### config.mk
export PLATFORM = sky130hd
export DESIGN_NAME = uart_msg_serializer_flat
export DESIGN_NICKNAME = d
export VERILOG_FILES = /design/src/rtl/uart_msg_serializer_if.sv /design/src/rtl/uart_msg_serializer.sv /design/src/flat_wrapper.sv
export SDC_FILE = /design/constraint.sdc
export NUM_CORES = 1
export LEC_CHECK = 0
export CORE_MARGIN = 3
export CORE_UTILIZATION = 43
export CTS_BUF_LIST = sky130_fd_sc_hd__clkbuf_4
export CTS_CLUSTER_DIAMETER = 150
export CTS_CLUSTER_SIZE = 24
export DETAILED_ROUTE_END_ITERATION = 16
export PLACE_DENSITY_LB_ADDON = 0.05
export SYNTH_ARGS = -nofsm -noshare
export SYNTH_HDL_FRONTEND = slang
export SYNTH_SLANG_ARGS = --single-unit
### constraint.sdc
create_clock -name clk -period 10.8 [get_ports clk]
set_input_delay 2.16 -clock clk [delete_from_list [all_inputs] [get_ports clk]]
set_output_delay 2.16 -clock clk [all_outputs]
set_load 0.03 [all_outputs]
### src/rtl/uart_msg_serializer_if.sv
// Message-in / byte-out bundle between the DRAM test controller, the serializer and the UART transmitter.
interface uart_msg_serializer_if #(
    parameter int DATA_WIDTH = 128
);
    logic                  i_en;
    logic [DATA_WIDTH-1:0] i_data;
    logic                  i_hex;
    logic                  o_busy;
    logic [7:0]            o_byte;
    logic                  o_byte_valid;
    logic                  i_byte_ready;
    logic                  o_drop;
    logic [7:0]            o_drop_cnt;

    modport master (
        output i_en, i_data, i_hex, i_byte_ready,
        input  o_busy, o_byte, o_byte_valid, o_drop, o_drop_cnt
    );

    modport slave (
        input  i_en, i_data, i_hex, i_byte_ready,
        output o_busy, o_byte, o_byte_valid, o_drop, o_drop_cnt
    );
endinterface

### src/rtl/uart_msg_serializer.sv
// Turns one wide message per strobe into a byte stream (raw text or ASCII hex plus separator),
// with one active message, a one-deep pending slot and a saturating drop counter.
module uart_msg_serializer #(
    parameter int         DATA_WIDTH = 128,
    parameter logic [7:0] HEX_SEP    = 8'h20
) (
    input  logic                 clk,
    input  logic                 i_rstx,
    uart_msg_serializer_if.slave bus
);
    localparam int NB    = DATA_WIDTH / 8;
    localparam int NIB   = DATA_WIDTH / 4;
    localparam int IDX_W = $clog2(NIB);
    localparam logic [IDX_W-1:0] NIB_LAST  = IDX_W'(NIB - 1);
    localparam logic [IDX_W-1:0] BYTE_LAST = IDX_W'(NB - 1);

    typedef enum logic [1:0] {IDLE, SEND, SEP} state_t;

    state_t                state_q, state_d;
    logic [IDX_W-1:0]      idx_q, idx_d;
    logic                  act_hex_q, act_hex_d;
    logic [DATA_WIDTH-1:0] act_data_q, act_data_d;
    logic                  pend_vld_q, pend_vld_d;
    logic                  pend_hex_q, pend_hex_d;
    logic [DATA_WIDTH-1:0] pend_data_q, pend_data_d;
    logic [7:0]            byte_q, byte_d;
    logic                  byte_vld_q, byte_vld_d;
    logic                  drop_q, drop_d;
    logic [7:0]            drop_cnt_q, drop_cnt_d;

    logic                  step, done, ld, ld_hex;
    logic [DATA_WIDTH-1:0] ld_data;

    function automatic logic [7:0] hex_digit(input logic [DATA_WIDTH-1:0] d,
                                             input logic [IDX_W-1:0] n);
        logic [3:0] v;
        v = d[{n, 2'b00} +: 4];
        return (v < 4'd10) ? (8'h30 + {4'h0, v}) : (8'h37 + {4'h0, v});
    endfunction

    function automatic logic [7:0] text_byte(input logic [DATA_WIDTH-1:0] d,
                                             input logic [IDX_W-1:0] n);
        return d[{n, 3'b000} +: 8];
    endfunction

    always_comb begin
        state_d     = state_q;
        idx_d       = idx_q;
        act_hex_d   = act_hex_q;
        act_data_d  = act_data_q;
        pend_vld_d  = pend_vld_q;
        pend_hex_d  = pend_hex_q;
        pend_data_d = pend_data_q;
        byte_d      = byte_q;
        byte_vld_d  = byte_vld_q;
        drop_d      = 1'b0;
        drop_cnt_d  = drop_cnt_q;
        ld          = 1'b0;
        ld_hex      = bus.i_hex;
        ld_data     = bus.i_data;

        // A skipped NUL (valid low) advances unconditionally; a real byte waits for ready.
        step = (state_q == SEND) && (!byte_vld_q || bus.i_byte_ready);
        done = (step && !act_hex_q && (idx_q == BYTE_LAST)) ||
               ((state_q == SEP) && byte_vld_q && bus.i_byte_ready);

        if (state_q == IDLE) begin
            ld = bus.i_en;
        end else if (done) begin
            if (pend_vld_q) begin
                ld         = 1'b1;
                ld_data    = pend_data_q;
                ld_hex     = pend_hex_q;
                pend_vld_d = bus.i_en;
                if (bus.i_en) begin
                    pend_data_d = bus.i_data;
                    pend_hex_d  = bus.i_hex;
                end
            end else if (bus.i_en) begin
                ld = 1'b1;
            end else begin
                state_d    = IDLE;
                byte_vld_d = 1'b0;
            end
        end else begin
            if (step) begin
                if (act_hex_q) begin
                    if (idx_q == '0) begin
                        state_d    = SEP;
                        byte_d     = HEX_SEP;
                        byte_vld_d = 1'b1;
                    end else begin
                        idx_d      = idx_q - IDX_W'(1);
                        byte_d     = hex_digit(act_data_q, idx_d);
                        byte_vld_d = 1'b1;
                    end
                end else begin
                    idx_d      = idx_q + IDX_W'(1);
                    byte_d     = text_byte(act_data_q, idx_d);
                    byte_vld_d = (byte_d != 8'h00);
                end
            end
            if (bus.i_en) begin
                if (!pend_vld_q) begin
                    pend_vld_d  = 1'b1;
                    pend_data_d = bus.i_data;
                    pend_hex_d  = bus.i_hex;
                end else begin
                    drop_d = 1'b1;
                    if (drop_cnt_q != 8'hFF) drop_cnt_d = drop_cnt_q + 8'd1;
                end
            end
        end

        // Loading presents the first byte at the same edge, so there is no start or inter-message gap.
        if (ld) begin
            state_d    = SEND;
            act_data_d = ld_data;
            act_hex_d  = ld_hex;
            if (ld_hex) begin
                idx_d      = NIB_LAST;
                byte_d     = hex_digit(ld_data, NIB_LAST);
                byte_vld_d = 1'b1;
            end else begin
                idx_d      = '0;
                byte_d     = ld_data[7:0];
                byte_vld_d = (ld_data[7:0] != 8'h00);
            end
        end
    end

    always_ff @(posedge clk or negedge i_rstx) begin
        if (!i_rstx) begin
            state_q    <= IDLE;
            idx_q      <= '0;
            act_hex_q  <= 1'b0;
            pend_vld_q <= 1'b0;
            byte_q     <= 8'h00;
            byte_vld_q <= 1'b0;
            drop_q     <= 1'b0;
            drop_cnt_q <= 8'h00;
        end else begin
            state_q    <= state_d;
            idx_q      <= idx_d;
            act_hex_q  <= act_hex_d;
            pend_vld_q <= pend_vld_d;
            byte_q     <= byte_d;
            byte_vld_q <= byte_vld_d;
            drop_q     <= drop_d;
            drop_cnt_q <= drop_cnt_d;
        end
    end

    // Payload registers need no reset: they are only read while the matching slot is occupied.
    always_ff @(posedge clk) begin
        act_data_q  <= act_data_d;
        pend_data_q <= pend_data_d;
        pend_hex_q  <= pend_hex_d;
    end

    assign bus.o_busy       = (state_q != IDLE) || pend_vld_q;
    assign bus.o_byte       = byte_q;
    assign bus.o_byte_valid = byte_vld_q;
    assign bus.o_drop       = drop_q;
    assign bus.o_drop_cnt   = drop_cnt_q;
endmodule

### src/flat_wrapper.sv
// flat-port wrapper written by rule: the top's interface ports become plain ports
module uart_msg_serializer_flat 
#(
    parameter int         DATA_WIDTH = 128,
    parameter logic [7:0] HEX_SEP    = 8'h20
)
  (clk, i_rstx, bus_i_en, bus_i_data, bus_i_hex, bus_i_byte_ready, bus_o_busy, bus_o_byte, bus_o_byte_valid, bus_o_drop, bus_o_drop_cnt);
  uart_msg_serializer_if #(.DATA_WIDTH(DATA_WIDTH)) bus_i ();
  input  logic clk;
  input  logic i_rstx;
  input wire logic [$bits(bus_i.i_en)-1:0] bus_i_en;
  input wire logic [$bits(bus_i.i_data)-1:0] bus_i_data;
  input wire logic [$bits(bus_i.i_hex)-1:0] bus_i_hex;
  input wire logic [$bits(bus_i.i_byte_ready)-1:0] bus_i_byte_ready;
  output wire logic [$bits(bus_i.o_busy)-1:0] bus_o_busy;
  output wire logic [$bits(bus_i.o_byte)-1:0] bus_o_byte;
  output wire logic [$bits(bus_i.o_byte_valid)-1:0] bus_o_byte_valid;
  output wire logic [$bits(bus_i.o_drop)-1:0] bus_o_drop;
  output wire logic [$bits(bus_i.o_drop_cnt)-1:0] bus_o_drop_cnt;
  assign bus_i.i_en = bus_i_en;
  assign bus_i.i_data = bus_i_data;
  assign bus_i.i_hex = bus_i_hex;
  assign bus_i.i_byte_ready = bus_i_byte_ready;
  assign bus_o_busy = bus_i.o_busy;
  assign bus_o_byte = bus_i.o_byte;
  assign bus_o_byte_valid = bus_i.o_byte_valid;
  assign bus_o_drop = bus_i.o_drop;
  assign bus_o_drop_cnt = bus_i.o_drop_cnt;
  uart_msg_serializer #(.DATA_WIDTH(DATA_WIDTH), .HEX_SEP(HEX_SEP)) u_core (.clk(clk), .i_rstx(i_rstx), .bus(bus_i));
endmodule
[Word-level counts from Yosys, hierarchy flattened]
Index checks and enable logic that the tools add are counted.
Operators by class
  add/subtract/negate cells: 7
  magnitude comparators: 2
  equality and inequality tests: 11
  shift operators: 2
  mux-type cells: 57
  bitwise gates (word level): 2
  reduce and logical (&&, ||, !) cells: 27
Operators with widths (number)
  $mux W128: 7
  $shiftx A128 B8 Y4: 1
  $shiftx A128 B9 Y8: 1
  $mux W8: 9
  $mux W5: 7
  $add A6 B4 Y7 const A: 4
  $mux W1: 26
  $mux W2: 8
  $reduce_bool A8 Y1: 2
  $reduce_and A4 Y1: 3
  $ne A3 B3 Y1 const B: 3
  $reduce_bool A3 Y1: 3
  $add A8 B1 Y8 const B: 1
  $lt A4 B4 Y1 const B: 2
  $ne A8 B8 Y1 const B: 1
  $reduce_and A6 Y1: 1
  $reduce_bool A2 Y1: 3
  $add A5 B1 Y5 const B: 1
  $eq A5 B4 Y1 const B: 1
  $logic_and A1 B1 Y1: 5
  $logic_not A5 Y1: 1
  $reduce_and A5 Y1: 1
  $sub A5 B1 Y5 const B: 1
  $ne A2 B1 Y1 const B: 2
  9 further kinds: 14
Word-level totals
  flip-flop bits (word level): 284
  input bits: 133

[Longest topological paths before layout]
Gate-level depths: netlist of the first run.
  word-level depth: 12
  mapped depth: 16
  mapped depth without buffers: 12

[Worst setup path after synthesis of the first run]
No wires, ideal clock.
  path type: in2reg
  from: input bus_i_byte_ready
  to: register u_core.pend_data_q[0] (enable)
  arrival: 7985 ps
  data required time: 10181 ps
  slack: 2196 ps
  stages on the path: 5
  path buffers: 0
  path through: nor2b_1 > nor3_1 > a21oi_1 > nor2_1 > nor2_1
Between the ends
  longest elaborated chain between the ends: 7
  elaborated cells on any way between the ends: 9
  classes of those cells: eq/ne (1); reduce/logical (8)
RTL lines
  from (decl): RTL line flat_wrapper.sv:14  | input wire logic [$bits(bus_i.i_byte_ready)-1:0] bus_i_byte_ready;
  $logic_or A1 B1 Y1: RTL line uart_msg_serializer.sv:63  | step = (state_q == SEND) && (!byte_vld_q || bus.i_byte_ready);
  $logic_and A1 B1 Y1: RTL line uart_msg_serializer.sv:63
  $logic_and A1 B1 Y1 (2 in series): RTL line uart_msg_serializer.sv:64  | done = (step && !act_hex_q && (idx_q == BYTE_LAST)) ||
  $logic_or A1 B1 Y1 *: RTL line uart_msg_serializer.sv:64
  $ne A2 B1 Y1 (no source line) / $reduce_bool A2 Y1 (equally long branches)
  $reduce_and A4 Y1 (no source line) *
  to (signal assigned): RTL line uart_msg_serializer.sv:157  | pend_data_q <= pend_data_d;
  to (decl): RTL line uart_msg_serializer.sv:25  | logic [DATA_WIDTH-1:0] pend_data_q, pend_data_d;
Every way passes the cells marked *; elsewhere a longest branch is shown, timed or not.
A chain may end at the register's enable or synchronous reset.

[Worst setup path in the final report of the first run]
  from: register u_core.idx_q[0]
  to: register u_core.byte_q[2] (netlist: u_core.bus.o_byte[2])
Between the ends
  longest elaborated chain between the ends: 10
  elaborated cells on any way between the ends: 33
  classes of those cells: add/sub (6); order compare (2); eq/ne (3); shift (2); mux (15); reduce/logical (5)
RTL lines
  from (decl): RTL line uart_msg_serializer.sv:20  | logic [IDX_W-1:0] idx_q, idx_d;
  from (signal assigned): RTL line uart_msg_serializer.sv:144  | idx_q <= idx_d;
  $sub A5 B1 Y5: RTL line uart_msg_serializer.sv:93  | idx_d = idx_q - IDX_W'(1);
  $shiftx A128 B8 Y4: RTL line uart_msg_serializer.sv:37  | v = d[{n, 2'b00} +: 4];
  $add A6 B4 Y7 / $lt A4 B4 Y1 (equally long branches): RTL line uart_msg_serializer.sv:38  | return (v < 4'd10) ? (8'h30 + {4'h0, v}) : (8'h37 + {4'h0, v});
  $mux W8: RTL line uart_msg_serializer.sv:38
  $mux W8: RTL line uart_msg_serializer.sv:88  | if (idx_q == '0) begin
  $mux W8: RTL line uart_msg_serializer.sv:87  | if (act_hex_q) begin
  $mux W8: RTL line uart_msg_serializer.sv:86  | if (step) begin
  $mux W8: RTL line uart_msg_serializer.sv:69  | end else if (done) begin
  $mux W8: RTL line uart_msg_serializer.sv:67  | if (state_q == IDLE) begin
  $mux W8: RTL line uart_msg_serializer.sv:116  | if (ld) begin
  to (signal assigned): RTL line uart_msg_serializer.sv:147  | byte_q <= byte_d;
  to (decl): RTL line uart_msg_serializer.sv:26  | logic [7:0] byte_q, byte_d;
Parallel ways exist; a longest one is shown, timed or not. The select of a mux whose other input is x is not followed.

==> results of run 1 <==
==> power by group through the flow <==
stage / logic (W) / registers, W / clock network, W
floorplan: 0.00159 / 0.00181 / 0
global placement: 0.00220 / 0.00178 / 0
detailed placement: 0.00221 / 0.00179 / 0
CTS: 0.00222 / 0.00176 / 0.000472
finish: 0.00220 / 0.00176 / 0.000455
global route: 0.00238 / 0.00180 / 0.000507
==> final cells by class <==
| class | instances | share of cell area |
|---|---|---|
| clock inverter | 1 | 0.00179 |
| antenna | 3 | 0.000446 |
| sequential | 284 | 0.499 |
| clock buffer | 24 | 0.0107 |
| multi-input combinational | 518 | 0.355 |
| timing repair buffer | 164 | 0.0957 |
| inverter | 18 | 0.00417 |
| tap | 442 | 0.0329 |
==> synth_stat cells (5+ instances only) <==
| master | number | area share |
|---|---|---|
| clkbuf_1 | 26 | 0.0067 |
| nand2_1 | 12 | 0.0031 |
| inv_1 | 18 | 0.0046 |
| buf_1 | 8 | 0.0021 |
| mux2i_1 | 15 | 0.010 |
| o22a_1 | 6 | 0.0036 |
| buf_4 | 5 | 0.0026 |
| and3_1 | 5 | 0.0021 |
| xnor2_1 | 13 | 0.0078 |
| buf_2 | 13 | 0.0045 |
| mux2_2 | 255 | 0.20 |
| a21oi_1 | 20 | 0.0069 |
| o21ai_0 | 9 | 0.0031 |
| mux4_2 | 77 | 0.12 |
| dfrtp_1 | 27 | 0.046 |
| ha_1 | 7 | 0.0060 |
| nor2_1 | 16 | 0.0041 |
| edfxtp_1 | 257 | 0.53 |
| nand3_1 | 9 | 0.0031 |
| nand4_1 | 5 | 0.0021 |
==> registers in the layout (all words and copies together) (netlist names) <==
register                 flops
u_core.bus.o_drop            1
u_core.bus.o_drop_cnt        8
u_core.act_data_q          128
u_core.bus.o_byte_valid      1
u_core.pend_hex_q            1
u_core.idx_q                 5
u_core.state_q               2
u_core.pend_vld_q            1
u_core.act_hex_q             1
u_core.pend_data_q         128
u_core.bus.o_byte            8
==> worst register-to-register path, stage by stage, from the launching register on <==
cell and delay, ns:
dfrtp_2 0.41, buf_4 0.62, inv_1 0.45, ha_4 0.64, buf_4 0.64, mux4_2 0.65, mux4_2 0.49, mux2i_1 0.36
ha_1 0.25, nor3b_1 0.23, mux2i_1 0.36, o221a_1 0.23
==> cells by family (layout without fill, tap and decap cells) <==
kind of cell	Yosys count	count (layout)
AND/OR/NAND/NOR	76	76
other	0	3
flip-flops	284	284
adder cells (fa/ha/maj)	7	7
buffers and inverters	71	207
AO/OA/AOI/OAI	70	70
XOR/XNOR	16	16
multiplexers	349	349
==> metrics by stage <==
stage                     cells  setup slack, ns  hold WS (ns)  utilization  instance area (µm²)
after CTS                  1451             5.40         0.513        0.509                16800
after global routing       1453             5.02         0.543        0.509                16800
after global placement     1426             4.86         0.485        0.503                16600
after detailed placement   1426             4.78         0.485        0.503                16600
after floorplan             873             2.20         0.525            -                14600
final                      1454             5.45         0.504        0.509                16800
==> per-layer routing <==
layer,share of wire,track usage
met3,0.053,0.0278
met5,0,0
met2,0.44,0.273
met4,0.015,0.0330
met1,0.49,0.288
==> cells in the final DEF (no fill, tap or decap), types with 3 or more instances in the layout <==
cell and instances:
nor3b_1 4, o22ai_1 3, nand4_1 5, dfrtp_1 26
and3_1 5, mux4_2 77, diode_2 3, clkdlybuf4s50_1 151
nor3_1 3, nor2_1 15, edfxtp_1 257, nand2b_1 4
nand3_1 9, clkbuf_4 24, and2_1 3, o31ai_1 3
nor2b_1 4, a211oi_1 4, a21oi_1 20, mux2i_1 15
inv_1 17, o21ai_0 9, buf_4 13, ha_1 6
nand2_1 11, xnor2_1 12, xor2_1 3, mux2_2 255
o22a_1 6
==> worst paths after layout <==
check                                         start                       end  depth (start not counted)
setup reg to reg                    u_core.idx_q[0]      u_core.bus.o_byte[2]                         11
hold reg to reg            u_core.bus.o_drop_cnt[6]  u_core.bus.o_drop_cnt[6]                          1
min in group asynchronous                    i_rstx         u_core.state_q[0]                          2
max in group asynchronous                    i_rstx  u_core.bus.o_drop_cnt[4]                          2
setup / recovery                    u_core.idx_q[0]      u_core.bus.o_byte[2]                         11
hold / removal             u_core.bus.o_drop_cnt[6]  u_core.bus.o_drop_cnt[6]                          1
==> run_results.csv, run 1 <==
group,metric,value,unit
detailed_routing,drt_iter0_markers,620,
global_route,grt_max_degree,78,
power_and_ir_drop,peakVddDrop,0.127,mV
synthesis,syn-cell-area,14600,µm²
power_and_ir_drop,p_per_area,262,nW/µm²
worst_setup_path,crit_path_cell_trace,"buf_4 -> inv_1 -> ha_4 -> buf_4 -> mux4_2 -> mux4_2 -> mux2i_1 -> ha_1 -> nor3b_1 -> mux2i_1 -> o221a_1",
place,portBuffers,151,
power_and_ir_drop,p_leak,5.63,nW
detailed_routing,antenna_left,0,
worst_setup_path,cp_slowest_cell,"buf_4",
power_and_ir_drop,sw_frac_of_total,0.366,
detailed_routing,vias_per_cell,5.66,
worst_setup_path,critPathBufInv,3,
die,ios,152,
sta,fin_crit_sh,0.495,
power_and_ir_drop,seqPwrFrac,0.399,
worst_setup_path,rrSetupSlack,5.45,ns
synthesis,synthXorXnorAreaFrac,0.00959,
synthesis,async_flop_share,0.0951,
sta,max-slew-margin-rel,0.278,
synthesis,synth_simple_gate_area_frac,0.0282,
synthesis,synthMuxAreaShare,0.327,
final_layout,seq_area,8390,µm²
cts,cts_tree,"yes",
die,num_rows,66,
synthesis,synth_seq_area_share,0.574,
cts,clock-sinks,284,
synthesis,synth_nets,1013,
sta,finClkSkew,0.0380,ns
synthesis,ys.flop_type,"edfxtp_1",
worst_setup_path,critPathCaptureType,"flop",
cts,htreeDepth,1,
final_layout,multi_input_area,5980,µm²
worst_setup_path,cp_top_family,"multiplexers",
place,globalplace.congestion,0.810,
power_and_ir_drop,total_power,0.00441,W
cts,clkLatencyLatePin,0.72,ns
die,core,33000,µm²
synthesis,synth_top_family_by_area,"multiplexers",
cts,clk_path_buf_depth,3,
worst_setup_path,cp.required,11.49,ns
final_layout,fill_cells,2799,
sta,setup_viol,0,
cts,post_cts_buffers,0,
sta,max_clock_freq,187,MHz
sta,finalMaxSlewViolations,0,
detailed_routing,num_vias,8225,
cts,ctsHoldBuffers,0,
global_route,grt_pass1_wl,50900,µm
synthesis,syn_inst,873,
sta,fin_crit,5.35,ns
cts,cts-resized-gates,0,
global_route,antenna_found_initial,3,
final_layout,drive_gt1_frac,0.377,
worst_setup_path,max_stage_delay,0.64,ns
global_route,grt_pass1_vias,8241,
synthesis,synth_compound_area_frac,0.0337,
global_route,grt.total_usage,0.183,
cts,numCtsBuffers,15,
cts,root_buffer,"clkbuf_4",
die,die_y,190,µm
final_layout,design.final.nets,1141,
die,die-area,36200,µm²
worst_setup_path,setup.worst_path.class,"reg2reg",
sta,rsz0062_at_grt,"false",
synthesis,ys_ff_latch,284,
power_and_ir_drop,p_sw,0.00162,W
synthesis,yosys.area_share.adder,0.00599,
cts,clkSlewWorstSetupHoldPaths,0.27,ns
synthesis,synth_cell_types,54,
sta,worst_pin_slew,1.08,ns
detailed_routing,routed_wl,33400,µm
synthesis,ys_warn_count,0,
hold_path,hold_class,"reg2reg",
run_status,status,"completed",
flow_run,cap_viol_max_count,0,
power_and_ir_drop,intPower,0.00280,W
worst_setup_path,worstPathArrival,6.04,ns
sta,setup_tns,0,ns
worst_setup_path,cp-start-kind,"flop",
die,start_util,0.442,
power_and_ir_drop,p_comb_frac,0.498,
synthesis,synth_edf_count,257,
detailed_routing,first_pass_iters,5,
detailed_routing,route.detailed.drc,0,
place,place_hpwl,23000,µm
die,die_x,190,µm
synthesis,synth_area_per_cell,16.7,µm²
power_and_ir_drop,clkPwrFrac,0.103,
final_layout,syn_to_final_growth,15.1,%
detailed_routing,wire_per_inst,23.0,µm
sta,hold_viol_final,0,
worst_setup_path,critPathMaxFanout,54,
global_route,gr-total-overflow,0,
Power figures use the tool's default switching activity.
==> run 2: changes to the inputs <==
- clock period: 10.8 -> 5.4 ns (I/O delays scaled with it)
==> run 2 against run 1 <==
Effect of this change:
- wire length rose by 1.0%
- combinational power up 99%
- critical path depth rose by 1
- global-route usage rose by 0.23 points
- largest cell class unchanged
- via count up 0.11%
- non-clock buffer count grew 4
- clock skew shrank 0.0044 ns
- clock-buffer cell count down 4
- largest power group unchanged
- critical endpoint is now u_core.bus.o_byte[0]
==> run_results.csv, run 2 (synthesis results as in run 1) <==
group,metric,value,unit
global_route,antenna_found_initial,1,
worst_setup_path,cp_slowest_cell,"buf_4",
worst_setup_path,max_stage_delay,0.79,ns
sta,setup_viol,0,
final_layout,top_regs,"u_core.act_data_q x128, u_core.pend_data_q x128",
final_layout,fill_cells,2819,
worst_setup_path,cp.required,6.02,ns
global_route,grt_pass1_vias,8295,
worst_setup_path,crit_cells,12,
power_and_ir_drop,sw_frac_of_total,0.362,
global_route,grt.total_usage,0.185,
power_and_ir_drop,p_sw,0.00317,W
power_and_ir_drop,peakVddDrop,0.330,mV
power_and_ir_drop,seqPwrFrac,0.404,
worst_setup_path,worstSetupStartpoint,"u_core.idx_q[0]",
detailed_routing,vias_per_cell,5.67,
worst_setup_path,critPathMaxFanout,63,
sta,worst_pin_slew,1.01,ns
hold_path,min_path_cells,1,
final_layout,final_cell_mix,"edfxtp_1, mux2_2, clkdlybuf4s50_1",
global_route,grt_pass1_wl,51600,µm
detailed_routing,routed_wl,33800,µm
cts,post_cts_buffers,0,
cts,clock-sinks,284,
sta,hold_viol_final,0,
sta,rsz0062_at_grt,"false",
worst_setup_path,rrSetupSlack,1.21,ns
cts,clkSlewWorstSetupHoldPaths,0.26,ns
power_and_ir_drop,intPower,0.00560,W
worst_setup_path,critPathCaptureType,"flop",
worst_setup_path,critPathBufInv,2,
final_layout,design_area,16900,µm²
power_and_ir_drop,p_leak,5.64,nW
place,portBuffers,151,
sta,finalMaxSlewViolations,0,
detailed_routing,antenna_left,0,
worst_setup_path,r2r_start,"u_core.idx_q[0]",
sta,max-slew-margin-rel,0.323,
cts,cts-resized-gates,0,
worst_setup_path,reg2regPathDepth,12,
sta,hold_ws,0.507,ns
run_status,status,"completed",
final_layout,design.final.nets,1145,
worst_setup_path,cp_top_family,"buffers and inverters",
power_and_ir_drop,clkPwrFrac,0.098,
worst_setup_path,worstPathArrival,4.81,ns
die,die-area,36200,µm²
final_layout,drive_gt1_frac,0.377,
final_layout,seq_area,8390,µm²
place,dp_slack,1.14,ns
place,globalplace.congestion,0.846,
cts,cts_tree,"yes",
detailed_routing,route.detailed.drc,0,
cts,htreeDepth,1,
place,place_hpwl,23400,µm
hold_path,hold_class,"reg2reg",
worst_setup_path,critPathCapture,"u_core.bus.o_byte[0]",
detailed_routing,wire_per_inst,23.3,µm
final_layout,syn_to_final_growth,15.3,%
worst_setup_path,cp-start-kind,"flop",
die,die_x,190,µm
cts,ctsHoldBuffers,0,
cts,numCtsBuffers,15,
worst_setup_path,crit_path_cell_trace,"buf_4 -> ha_1 -> and3_1 -> ha_1 -> and3b_1 -> a32oi_4 -> buf_4 -> nor3b_1 -> o31ai_1 -> nand4b_1 -> mux2i_1 -> nor2_1",
flow_run,cap_viol_max_count,0,
die,num_rows,66,
sta,max_clock_freq,239,MHz
die,start_util,0.442,
detailed_routing,num_vias,8234,
final_layout,mostFrequentLayoutCell,"edfxtp_1",
worst_setup_path,setup.worst_path.class,"reg2reg",
global_route,grt_max_degree,132,
detailed_routing,drt_iter0_markers,576,
cts,root_buffer,"clkbuf_4",
cts,clkLatencyLatePin,0.71,ns
die,die_y,190,µm
global_route,gr-total-overflow,0,
place,post_dp_cell_area,16700,µm²
detailed_routing,first_pass_iters,4,
sta,setup_tns,0,ns
sta,fin_crit_sh,0.776,
sta,finalWorstSetupSlack,1.21,ns
die,ios,152,
sta,fin_crit,4.19,ns
power_and_ir_drop,p_per_area,520,nW/µm²
sta,finClkSkew,0.0335,ns
power_and_ir_drop,p_comb_frac,0.499,
worst_setup_path,r2r-end,"u_core.bus.o_byte[0]",
cts,clk_path_buf_depth,3,
final_layout,multi_input_area,5960,µm²
die,core,33000,µm²
[run 2: cell count changes in the layout (fill, tap and decap cells not counted)]
cell,delta
xnor2_2,+1
diode_2,-2
buf_12,+4
xnor2_4,-1
clkbuf_4,-4
[run 2: per-layer routing]
metal  up-vias  share of wire  track usage
met3        27          0.043       0.0261
met2       188           0.45        0.280
met5         -              0            0
met1      4248           0.49        0.290
li1       3771              -            -
met4         0          0.017       0.0330
[run 2: power by group through the flow]
stage	Sequential, W	Clock [W]	Combinational, W
2_1_floorplan	0.00357	0	0.00318
5_1_grt	0.00361	0.000964	0.00473
3_5_place_dp	0.00359	0	0.00440
6_report	0.00354	0.000856	0.00437
3_3_place_gp	0.00359	0	0.00436
4_1_cts	0.00353	0.000896	0.00442
[run 2: worst min path at each step]
stage / from / end / slack, ns
2_1_floorplan: u_core.idx_q[4] / u_core.idx_q[4] / 0.53
3_5_place_dp: u_core.bus.o_drop_cnt[6] / u_core.bus.o_drop_cnt[6] / 0.48
3_3_place_gp: u_core.bus.o_drop_cnt[6] / u_core.bus.o_drop_cnt[6] / 0.47
6_report: u_core.bus.o_drop_cnt[6] / u_core.bus.o_drop_cnt[6] / 0.51
4_1_cts: u_core.bus.o_drop_cnt[6] / u_core.bus.o_drop_cnt[6] / 0.51
5_1_grt: u_core.bus.o_drop_cnt[6] / u_core.bus.o_drop_cnt[6] / 0.53
[run 2: layout make-up]
cell class                 instances  share of cell area
multi-input combinational        518               0.354
tap                              442              0.0328
clock inverter                     1             0.00178
timing repair buffer             168               0.100
inverter                          18             0.00416
sequential                       284               0.498
antenna                            1            0.000148
clock buffer                      20             0.00891
[run 2: per-stage QoR]
step | cells | utilization | power (W)
CTS | 1451 | 0.510 | 0.00885
detailed placement | 1430 | 0.505 | 0.00799
floorplan | 873 | - | 0.00675
global placement | 1430 | 0.505 | 0.00795
finish | 1452 | 0.510 | 0.00877
global route | 1452 | 0.510 | 0.00930
==> run 3: changes to the inputs <==
- clock period: 5.4 -> 3.7 ns (I/O delays scaled with it)
==> run 3 against run 2 <==
Effect of this change:
- sequential power up 47%
- combinational power up 55%
- via count up 4.2%
- register-to-register slack worse by 1.0 ns
- utilization up 1.2 points
- worst setup slack worse by 1.0 ns
- critical path depth down 2
- total power up 52%
- highest routed layer unchanged
==> run_results.csv, run 3 (synthesis results as in run 1) <==
group,metric,value,unit
global_route,antenna_found_initial,1,
final_layout,final_cell_count_no_fill,1490,
cts,clock-sinks,284,
worst_setup_path,cp_slowest_cell,"mux4_2",
worst_setup_path,r2r_start,"u_core.idx_q[0]",
worst_setup_path,crit_cells,10,
detailed_routing,antenna_left,0,
worst_setup_path,max_stage_delay,0.56,ns
detailed_routing,num_vias,8577,
detailed_routing,wire_per_inst,23.3,µm
cts,clkSlewWorstSetupHoldPaths,0.27,ns
worst_setup_path,cp_common_cell,"mux4_2",
final_layout,design.final.nets,1178,
detailed_routing,routed_wl,34700,µm
power_and_ir_drop,p_per_area,770,nW/µm²
sta,finClkSkew,0.0454,ns
place,globalplace.congestion,0.859,
run_status,status,"completed",
cts,htreeDepth,1,
detailed_routing,route.detailed.drc,0,
sta,finalMaxSlewViolations,0,
worst_setup_path,rrSetupSlack,0.21,ns
cts,ctsHoldBuffers,0,
worst_setup_path,critPathBufInv,3,
global_route,grt_pass1_wl,51900,µm
final_layout,drive_gt1_frac,0.399,
cts,cts_tree,"yes",
place,dp.cells,1451,
sta,hold_ws,0.512,ns
final_layout,syn_to_final_growth,18.1,%
worst_setup_path,critPathCapture,"u_core.bus.o_byte_valid",
worst_setup_path,crit_path_cell_trace,"inv_1 -> buf_4 -> ha_4 -> buf_6 -> mux4_2 -> mux4_2 -> or4_1 -> o41ai_2 -> a21oi_1 -> a211o_1",
cts,root_buffer,"clkbuf_4",
worst_setup_path,cp_top_family,"multiplexers",
sta,fin_crit_sh,0.944,
worst_setup_path,critPathMaxFanout,10,
hold_path,hold_class,"in2async",
global_route,grt_pass1_vias,8366,
power_and_ir_drop,total_power,0.0133,W
power_and_ir_drop,p_leak,5.87,nW
worst_setup_path,worstPathArrival,4.15,ns
detailed_routing,vias_per_cell,5.76,
die,core,33000,µm²
worst_setup_path,cp-start-kind,"flop",
flow_run,cap_viol_max_count,0,
cts,clk_path_buf_depth,3,
die,die_y,190,µm
final_layout,fin_util,0.522,
sta,max-slew-margin-rel,0.343,
global_route,gr-total-overflow,0,
sta,worst_pin_slew,0.982,ns
final_layout,final_cell_mix,"edfxtp_1, mux2_2, clkdlybuf4s50_1",
cts,numCtsBuffers,15,
sta,setup_tns,0,ns
die,die_x,190,µm
place,place_hpwl,24500,µm
final_layout,fill_cells,2795,
worst_setup_path,r2r-end,"u_core.bus.o_byte_valid",
sta,fin_crit,3.49,ns
sta,hold_viol_final,0,
worst_setup_path,worstSetupStartpoint,"u_core.idx_q[0]",
detailed_routing,first_pass_iters,5,
worst_setup_path,setup.worst_path.class,"reg2reg",
die,die-area,36200,µm²
die,ios,152,
sta,max_clock_freq,286,MHz
final_layout,mostFrequentLayoutCell,"edfxtp_1",
die,num_rows,66,
worst_setup_path,cp.required,4.35,ns
worst_setup_path,reg2regPathDepth,10,
die,start_util,0.442,
global_route,grt_max_degree,78,
worst_setup_path,critPathCaptureType,"flop",
detailed_routing,drt_iter0_markers,717,
global_route,grt.total_usage,0.188,
power_and_ir_drop,peakVddDrop,0.378,mV
cts,clkLatencyLatePin,0.73,ns
final_layout,top_regs,"u_core.act_data_q x128, u_core.pend_data_q x128",
place,portBuffers,151,
sta,setup_viol,0,
[run 3: changes by cell type in the layout (fill, tap and decap cells not counted), sizes merged]
cell	previous run	this run
clkbuf	20	25
inv	18	19
buf	17	49
[run 3: per-layer routing]
layer	vias to the layer above	wire (µm)	global-route usage
met5	-	0	0
met4	0	987	0.0505
met3	44	1870	0.0307
met2	260	15600	0.285
met1	4418	16200	0.282
li1	3855	-	-
[run 3: power breakdown]
group	internal [W]	leakage, nW	switching (W)
clock	0.000363	0.129	0.000954
combinational	0.00358	3.00	0.00321
sequential	0.00464	2.74	0.000550
total	0.00858	5.87	0.00471
[run 3: per-stage QoR]
stage,area [µm²],setup WS (ns)
final,17300,0.207
after global routing,17300,-0.00342
after CTS,17100,0.101
after detailed placement,16900,0.0185
after global placement,16900,0.0775
after floorplan,14600,-0.00756
[run 3: area by class of cell]
class	count	area, µm²	area share
flip-flops and latches	284	8390	0.486
multi-input cells	518	5980	0.346
repair buffers	201	2050	0.119
well taps	442	553	0.0320
clock buffers	24	180	0.0104
inverters	18	70.1	0.00406
clock inverters	2	33.8	0.00196
diodes	1	2.50	0.000145
[run 3: worst min path at each step]
stage,endpoint,slack [ns],cells past startpoint
floorplan,u_core.act_hex_q,0.44,0
global placement,u_core.bus.o_drop_cnt[6],0.48,1
detailed placement,u_core.bus.o_drop_cnt[6],0.49,1
CTS,u_core.idx_q[2],0.48,1
global route,u_core.idx_q[0],0.52,1
finish,u_core.bus.o_byte[2],0.51,1
[run 3: repair_timing]
item | 4_1_cts | 5_1_grt
setup buffers | 0 | 11
pin swaps | 0 | 1
gates cloned | 0 | 1
resized for setup | 1 | 1
endpoints found under the setup margin | 1 | 2
[run 3: worst reg2reg max path, cell delays in order, from the launching register on]
cell     delay, ns
dfrtp_2       0.43
inv_1         0.06
buf_4         0.17
ha_4          0.34
buf_6         0.19
mux4_2        0.56
mux4_2        0.49
or4_1         0.50
o41ai_2       0.32
a21oi_1       0.11
a211o_1       0.27
